**src/rtl/attack_issuer_pkg.sv**
```systemverilog
// Shared board geometry, game limits, FSM encoding and the cell-index helper
// for the attack issuer.
package attack_issuer_pkg;

  localparam int COLUNE_SIZE   = 7;
  localparam int TOTAL_COLUNES = 5;
  localparam int MAX_SHOTS     = 15;
  localparam int SHIP_CELLS    = 9;
  localparam int RESULT_WAIT   = 2;
  localparam int CELLS         = COLUNE_SIZE * TOTAL_COLUNES;

  localparam logic [2:0] X_MIN = 3'd1;
  localparam logic [2:0] X_MAX = 3'(TOTAL_COLUNES);
  localparam logic [2:0] Y_MIN = 3'd1;
  localparam logic [2:0] Y_MAX = 3'(COLUNE_SIZE);

  typedef enum logic [2:0] {
    IDLE = 3'd0,
    FIRE = 3'd1,
    WAIT = 3'd2,
    EVAL = 3'd3,
    OVER = 3'd4
  } state_t;

  // Codes are 1-based, so both are shifted down before being packed column-major.
  function automatic logic [5:0] cell_index(input logic [2:0] x, input logic [2:0] y);
    return 6'((int'(x) - 1) * COLUNE_SIZE + (int'(y) - 1));
  endfunction

endpackage

```
**src/rtl/attack_issuer_cursor_wrap_counter.sv**
```systemverilog
// 3-bit up/down cursor counter that wraps between MIN and MAX; opposing
// requests in the same cycle cancel.
module cursor_wrap_counter #(
  parameter logic [2:0] MIN = 3'd1,
  parameter logic [2:0] MAX = 3'd7
) (
  input  logic       clk,
  input  logic       reset,
  input  logic       clear,
  input  logic       en,
  input  logic       inc,
  input  logic       dec,
  output logic [2:0] value
);

  always_ff @(posedge clk or negedge reset) begin
    if (!reset) begin
      value <= MIN;
    end else if (clear) begin
      value <= MIN;
    end else if (en && inc && !dec) begin
      value <= (value == MAX) ? MIN : value + 3'd1;
    end else if (en && dec && !inc) begin
      value <= (value == MIN) ? MAX : value - 3'd1;
    end
  end

endmodule

```
**src/rtl/attack_issuer.sv**
```systemverilog
// Initiator side of the attack interface: cursor, fire strobe, result capture,
// repeat-shot blocking and win/loss bookkeeping.
module attack_issuer
  import attack_issuer_pkg::*;
(
  input  logic       clk,
  input  logic       reset,
  input  logic       btn_left,
  input  logic       btn_right,
  input  logic       btn_up,
  input  logic       btn_down,
  input  logic       btn_fire,
  input  logic       new_game,
  input  logic       hit_in,
  output logic [2:0] x_coord_code,
  output logic [2:0] y_coord_code,
  output logic       confirm_attack,
  output logic       shot_valid,
  output logic       shot_hit,
  output logic       dup_shot,
  output logic [3:0] shots_left,
  output logic [3:0] hits_count,
  output logic       game_over,
  output logic       win
);

  state_t           state;
  state_t           state_next;
  logic [4:0]       btn_now;
  logic [4:0]       btn_q;
  logic [4:0]       btn_edge;
  logic [CELLS-1:0] shot_map;
  logic [2:0]       wait_cnt;
  logic [5:0]       idx;
  logic             fire_edge;
  logic             fire_ok;
  logic             fire_dup;
  logic             move_en;
  logic             result_now;

  // Bit order: fire, left, right, up, down.
  assign btn_now    = {btn_fire, btn_left, btn_right, btn_up, btn_down};
  assign btn_edge   = btn_now & ~btn_q;
  assign fire_edge  = btn_edge[4];
  assign idx        = cell_index(x_coord_code, y_coord_code);
  assign fire_dup   = (state == IDLE) && fire_edge && shot_map[idx];
  assign fire_ok    = (state == IDLE) && fire_edge && !shot_map[idx];
  assign move_en    = (state == IDLE) && !fire_edge;
  assign result_now = (state == WAIT) && (wait_cnt == 3'd0);

  cursor_wrap_counter #(.MIN(X_MIN), .MAX(X_MAX)) u_x_cursor (
    .clk   (clk),
    .reset (reset),
    .clear (new_game),
    .en    (move_en),
    .inc   (btn_edge[2]),
    .dec   (btn_edge[3]),
    .value (x_coord_code)
  );

  cursor_wrap_counter #(.MIN(Y_MIN), .MAX(Y_MAX)) u_y_cursor (
    .clk   (clk),
    .reset (reset),
    .clear (new_game),
    .en    (move_en),
    .inc   (btn_edge[1]),
    .dec   (btn_edge[0]),
    .value (y_coord_code)
  );

  always_ff @(posedge clk or negedge reset) begin
    if (!reset) begin
      state <= IDLE;
    end else if (new_game) begin
      state <= IDLE;
    end else begin
      state <= state_next;
    end
  end

  // Counters are already updated while in EVAL, so the game-end decision reads them directly.
  always_comb begin
    state_next = state;
    unique case (state)
      IDLE:    if (fire_ok) state_next = FIRE;
      FIRE:    state_next = WAIT;
      WAIT:    if (wait_cnt == 3'd0) state_next = EVAL;
      EVAL:    if (hits_count == 4'(SHIP_CELLS) || shots_left == 4'd0) state_next = OVER;
               else state_next = IDLE;
      OVER:    state_next = OVER;
      default: state_next = IDLE;
    endcase
  end

  always_comb begin
    confirm_attack = (state != FIRE);
    game_over      = (state == OVER);
    win            = (state == OVER) && (hits_count == 4'(SHIP_CELLS));
  end

  // The result is captured as EVAL is entered, RESULT_WAIT cycles after confirm is released.
  always_ff @(posedge clk or negedge reset) begin
    if (!reset) begin
      btn_q      <= '0;
      shot_map   <= '0;
      wait_cnt   <= '0;
      shot_valid <= 1'b0;
      shot_hit   <= 1'b0;
      dup_shot   <= 1'b0;
      shots_left <= 4'(MAX_SHOTS);
      hits_count <= '0;
    end else if (new_game) begin
      btn_q      <= '0;
      shot_map   <= '0;
      wait_cnt   <= '0;
      shot_valid <= 1'b0;
      shot_hit   <= 1'b0;
      dup_shot   <= 1'b0;
      shots_left <= 4'(MAX_SHOTS);
      hits_count <= '0;
    end else begin
      btn_q      <= btn_now;
      shot_valid <= result_now;
      dup_shot   <= fire_dup;
      if (fire_ok) begin
        shot_map[idx] <= 1'b1;
      end
      if (state == FIRE) begin
        wait_cnt <= 3'(RESULT_WAIT - 1);
      end else if (state == WAIT && wait_cnt != 3'd0) begin
        wait_cnt <= wait_cnt - 3'd1;
      end
      if (result_now) begin
        shot_hit   <= hit_in;
        shots_left <= (shots_left == 4'd0) ? 4'd0 : shots_left - 4'd1;
        if (hit_in && hits_count != 4'(SHIP_CELLS)) begin
          hits_count <= hits_count + 4'd1;
        end
      end
    end
  end

endmodule

```
**config.mk**
```make
export PLATFORM = sky130hd
export DESIGN_NAME = attack_issuer
export DESIGN_NICKNAME = d
export VERILOG_FILES = /design/src/rtl/attack_issuer_pkg.sv /design/src/rtl/attack_issuer_cursor_wrap_counter.sv /design/src/rtl/attack_issuer.sv
export SDC_FILE = /design/constraint.sdc
export NUM_CORES = 1
export LEC_CHECK = 0
export ABC_AREA = 1
export BUFFER_PORTS_ARGS = -buffer_cell sky130_fd_sc_hd__buf_2
export CORE_ASPECT_RATIO = 1.5
export CORE_UTILIZATION = 45
export DETAILED_ROUTE_END_ITERATION = 16
export GPL_ROUTABILITY_DRIVEN = 0
export SLEW_MARGIN = 20
export SYNTH_ARGS = -nofsm -noshare
export SYNTH_HDL_FRONTEND = slang
export SYNTH_SLANG_ARGS = --single-unit
```
**constraint.sdc**
```tcl
create_clock -name clk -period 5.3 [get_ports clk]
set_clock_uncertainty 0.05 [all_clocks]
set_input_delay 1.59 -clock clk [delete_from_list [all_inputs] [get_ports clk]]
set_output_delay 1.59 -clock clk [all_outputs]
set_load 0.1 [all_outputs]
```
; ---- After elaboration in Yosys (flattened, before gate mapping)
; Cells that the tools add are included.
[word_totals]
n_memories = 0
elab_cells = 111
ramBits = 0
latch_bits = 0
rom_bits = 0
in_bits = 9
reg_bits = 63
[classes]
shift = 0
reduce_logical = 36
div_mod_pow = 0
muxes = 35
eq_ne = 13
bitwise_logic = 3
magnitude_cmp = 2
n_addsub = 10
multipliers = 1
[ops]
columns = cell, count
row1 = two-way mux 35 bit, 2
row2 = two-way mux 3 bit, 17
row3 = bitwise OR 35 bit, 1
row4 = two-way mux 4 bit, 6
row5 = logical AND 1 bit, 17
row6 = case mux 3 bit (5 select lines), 1
row7 = nonzero test 3 bit, 4
row8 = "== test 3 x 1 -> 1 bit, second input constant", 3
row9 = "== test 3 bit, second input constant", 3
row10 = "subtractor 3 x 1 -> 3 bit, second input constant", 3
row11 = "subtractor 3 x 1 -> 4 bit, second input constant", 2
row12 = "< comparator 6 x 7 -> 1 bit, second input constant", 1
row13 = "adder 3 x 1 -> 3 bit, second input constant", 2
row14 = adder 6 x 4 -> 6 bit, 1
row15 = binary-select mux 1 bit (select 6 bit), 1
row16 = demux 1 bit (select 6 bit), 1
row17 = "== test 3 x 2 -> 1 bit, second input constant", 2
row18 = "greater-or-equal comparator 6 x 1 -> 1 bit, second input constant", 1
row19 = zero test 1 bit, 6
row20 = zero test 3 bit, 2
row21 = "multiplier 4 x 4 -> 6 bit, second input constant", 1
row22 = two-way mux 1 bit, 6
row23 = nonzero test 2 bit, 3
row24 = AND 5 bit, 1
row25 = 12 further kinds, 13

; ---- Depth between registers and ports, before layout
[depth]
depth_word = 10
mapped_depth = 25
mapped_depth_nobuf = 24

; ---- Cells and area by module
; A second synthesis with hierarchy kept.
[unflattened]
hier_cells = 608
area_unflattened_um2 = 4362.9
[modules_own_cells]
columns = mod, area_per_inst_um2, instances, cells_each
row1 = attack_issuer, 3744.8, 1, 513
row2 = cursor_wrap_counter (u_x_cursor), 316.6, 1, 48
row3 = cursor_wrap_counter (u_y_cursor), 301.5, 1, 47

; ---- Worst setup path after synthesis
; OpenSTA, ideal clock, no wires.
[synth_timing]
path_kind = register to output
startpoint = register hits_count[0]
endpoint = output win
arrival_ps = 4206
slack_ps = -546
required_ps = 3660
path_stages_with_launch = 4
cell_sequence = dfrtp_1 > ha_1 > nand3_1 > nor4_1
[synth_via]
elab_chain_cells = 2
[synth_rtl]
columns = element, line_no
row1 = from (decl), attack_issuer.sv:22  ; output logic [3:0] hits_count,
row2 = from (signal assigned), attack_issuer.sv:137  ; hits_count <= hits_count + 4'd1;
row3 = == test 4 bit, attack_issuer.sv:98  ; win = (state == OVER) && (hits_count == 4'(SHIP_CELLS));
row4 = logical AND 1 bit, attack_issuer.sv:98
row5 = to (decl), attack_issuer.sv:24  ; output logic win
; No other way between the ends.

; ---- Final worst setup path
[layout_timing]
startpoint = register u_x_cursor.value[0]
endpoint = register shot_map[33]
[layout_via]
elab_chain_cells = 10
elab_cells_between_ends = 16
cone_classes = 2 x add/sub / 1 x mul / 2 x order compare / 6 x mux / 1 x bitwise / 4 x reduce/logical
[layout_rtl]
columns = element, line_no
row1 = from (decl), attack_issuer_cursor_wrap_counter.sv:13  ; output logic [2:0] value
row2 = from (signal assigned), attack_issuer_cursor_wrap_counter.sv:22  ; value <= (value == MAX) ? MIN : value + 3'd1;
row3 = from (signal assigned), attack_issuer_cursor_wrap_counter.sv:24  ; value <= (value == MIN) ? MAX : value - 3'd1;
row4 = subtractor 3 x 1 -> 4 bit (*), attack_issuer_pkg.sv:27  ; return 6'((int'(x) - 1) * COLUNE_SIZE + (int'(y) - 1));
row5 = multiplier 4 x 4 -> 6 bit (*), attack_issuer_pkg.sv:27
row6 = adder 6 x 4 -> 6 bit (*), attack_issuer_pkg.sv:27
row7 = < comparator 6 x 7 -> 1 bit (implied by the code) or greater-or-equal comparator 6 x 1 -> 1 bit (tied branches), attack_issuer.sv:126  ; shot_map[idx] <= 1'b1;
row8 = logical AND 1 bit (implied by the code), attack_issuer.sv:126
row9 = two-way mux 1 bit (implied by the code), attack_issuer.sv:126
row10 = demux 1 bit (select 6 bit), attack_issuer.sv:126
row11 = bitwise OR 35 bit (no source line), -
row12 = two-way mux 35 bit, attack_issuer.sv:125  ; if (fire_ok) begin
row13 = two-way mux 35 bit, attack_issuer.sv:112  ; end else if (new_game) begin
row14 = to (signal assigned), attack_issuer.sv:105  ; shot_map <= '0;
row15 = to (signal assigned), attack_issuer.sv:114  ; shot_map <= '0;
row16 = "to (signal, indexed assignment)", attack_issuer.sv:126
row17 = to (decl), attack_issuer.sv:32  ; logic [CELLS-1:0] shot_map;
; Mark *: on every way between the ends. The rest lies on a longest branch, timed or not. The select of a mux whose other input is x is not followed.
; A chain may end at the register's enable or synchronous reset.

==> metrics.yaml <==
vias_per_cell: 5.452
min_period_ps: 4926
drv_slew: 0
drive_above_1_share_pct: 11.45
synth_top_area_share_pct: 34.13
met2_usage_pct: 38.56
tns_ps: 0
cp-start-kind: "flop"
min_period_over_period_pct: 92.94
worst-path-max-fanout: 16
dieArea_um2: 9684
htreeDepth: 3
path_clk_slew_ps: 60
synth_area_um2: 4179
n_antenna_cell: 0
grt_pass1_vias: 3645
n_fill_cell: 891
worstPathRequired_ps: 5470
dr.pass1.iters: 4
cts_buffers: 9
rsz0062_at_grt: "false"
synth_nets: 594
row_count: 42
worst-setup-path-type: "flop to flop"
worst_ep_arrival_time_ps: 5100
slew_headroom_pct: 39.41
hp-start: "shot_hit$_DFFE_PN0P_"
use_met3_pct: 4.106
hp-class: "flop to flop"
ys_seq_area_share_pct: 37.90
core_um2: 8934
synth_edf_count: 0
use_met1_pct: 28.24
cp-end-kind: "flop"
drt_first_iter_violations: 191
cts_root_buffer: "clkbuf_16"
status: "finished, final reports clean"
holdBufCountCts: 0
synth_seq_cells: 63
yosys_warnings: 0
die_y_um: 120.0
critPathMostFrequentCell: "nand2_1"
grt_use_total_pct: 22.84
path_cells: "inv_1, ha_1, xor2_1, ha_1, inv_1, fa_1, fa_1, nand3_1, inv_1, nand2_1, nand3_1, nand3_1, nand2_1, nand3_2, nand2_1, buf_4, nand2_1, nand2_1, nand2_1"
cts_tree: "built"
clock-sinks: 63
io_buffer_count: 28
synth_area_leaders: "dfrtp_1 (34%), nand2_1 (9.3%), nand3_1 (7.3%)"
final_common_cell: "nand2_1"
tightest_slew_ps: 902.1
yosys.area.top_type: "dfrtp_1"
grt_pass1_wl_um: 17020
drc: 0
ys.flop_type: "dfrtp_1"
grt.overflow.total: 0
multi_input_area_um2: 2186
synth_async_sr_flop_share_pct: 100.0
synth.distinct_cells: 36
grt_max_degree: 58
setup_viol: 0
via_count: 3789
antenna_found_initial: 0
fmax_ghz: 0.2030
busiest_layer: "met2"
cts_buffer_depth: 2
wl_um: 9978
regArea_um2: 1584
ctsResizeCount: 0
synth_area_per_cell_um2: 7.489
wl_per_cell_um: 14.36
die_w_um: 80.69
max_cap_violations: 0
nets: 616
critPathSlowestCell: "fa_1"
syn2layout_area_growth_pct: 12.25
crit_start: "u_x_cursor.value[0]$_DFFE_PN1P_"
final_util_pct: 52.51
syn_inst: 558
timing.rr.start: "u_x_cursor.value[0]$_DFFE_PN1P_"
initial_core_util_pct: 46.78
worst_path_largest_cell_delay_ps: 950
hold_viol_final: 0
ant_nets: 0
ios: 29
dp_hpwl_um: 7164
final_cell_mix: "nand2_1 (103), inv_1 (76), nor2_1 (63), nand3_1 (61), dfrtp_1 (57)"
post_cts_buffers: 0
clk_latency_ps: 330
## routing by layer
metal / vias to the layer above / part of all wire, %
met5: - / 0
met1: 1816 / 44
li1: 1885 / -
met2: 72 / 51
met3: 16 / 3.0
met4: 0 / 1.8
## cell usage after synthesis (2+ instances only)
cell and instances:
a21oi_1 21, a31oi_1 4, buf_1 4, buf_2 9
buf_6 3, clkbuf_1 8, dfrtp_1 57, dfstp_2 6
fa_1 5, ha_1 22, inv_1 76, inv_2 4
nand2_1 103, nand3_1 61, nand4_1 40, nor2_1 63
nor3_1 9, o211ai_1 3, o21ai_0 20, o21bai_1 16
or2_2 2, xnor2_1 4, xor2_1 5
## flip-flops by register name, summed over array words and instances (netlist names)
register,cells
btn_q,5
dup_shot,1
hits_count,4
shot_hit,1
shot_map,35
shot_valid,1
shots_left,4
state,3
u_x_cursor.value,3
u_y_cursor.value,3
wait_cnt,3
## worst max-delay path: cells and delay by family (launching register included)
| kind | cells | cell delay [ps] |
|---|---|---|
| DFF | 1 | 580 |
| buffers and inverters | 4 | 560 |
| and+or+nand+nor | 10 | 1310 |
| xor gates and xnor gates | 1 | 250 |
| adders and majority gates | 4 | 2030 |
## cell type report
type / instances / area share [%]
clock inverter: 6 / 1.307
inverter: 80 / 6.402
timing repair buffer: 35 / 4.108
tap: 110 / 2.934
multi-input combinational: 391 / 46.60
clock buffer: 10 / 4.881
sequential: 63 / 33.77
## stage by stage
stage | area (µm²) | hold WS, ps | setup WS [ps] | cells
4_1_cts | 4691 | 460.2 | 369.9 | 695
3_5_place_dp | 4400 | 442.0 | 400.7 | 679
5_1_grt | 4691 | 473.5 | 58.94 | 695
2_1_floorplan | 4185 | 428.9 | 549.6 | 558
3_3_place_gp | 4400 | 428.3 | 589.3 | 679
6_report | 4691 | 457.0 | 374.4 | 695
## path summary, 6_finish.rpt
check	to	slack, ps	cells after the start
min in group asynchronous	u_x_cursor.value[2]$_DFFE_PN0P_	1330	1
worst max register to register	shot_map[33]$_DFFE_PN0P_	370	19
worst min register to register	shot_hit$_DFFE_PN0P_	460	1
worst max-delay path	shot_map[33]$_DFFE_PN0P_	370	19
max in group asynchronous	shots_left[2]$_DFFE_PN1P_	2940	2
worst min-delay path	shot_hit$_DFFE_PN0P_	460	1
## kinds of logic (layout without fill, tap and decap cells)
family | count (synthesis) | after routing | share of synthesized area (%)
AOI/OAI and AO/OA | 69 | 69 | 9.851
buffers and inverters | 104 | 131 | 10.15
xor gates and xnor gates | 9 | 9 | 1.886
adders and majority gates | 27 | 27 | 8.982
DFF | 63 | 63 | 37.90
and+or+nand+nor | 286 | 286 | 31.23
Power is not shown: default switching activity piles up to over one toggle a cycle in this logic, so the estimate is an artifact.
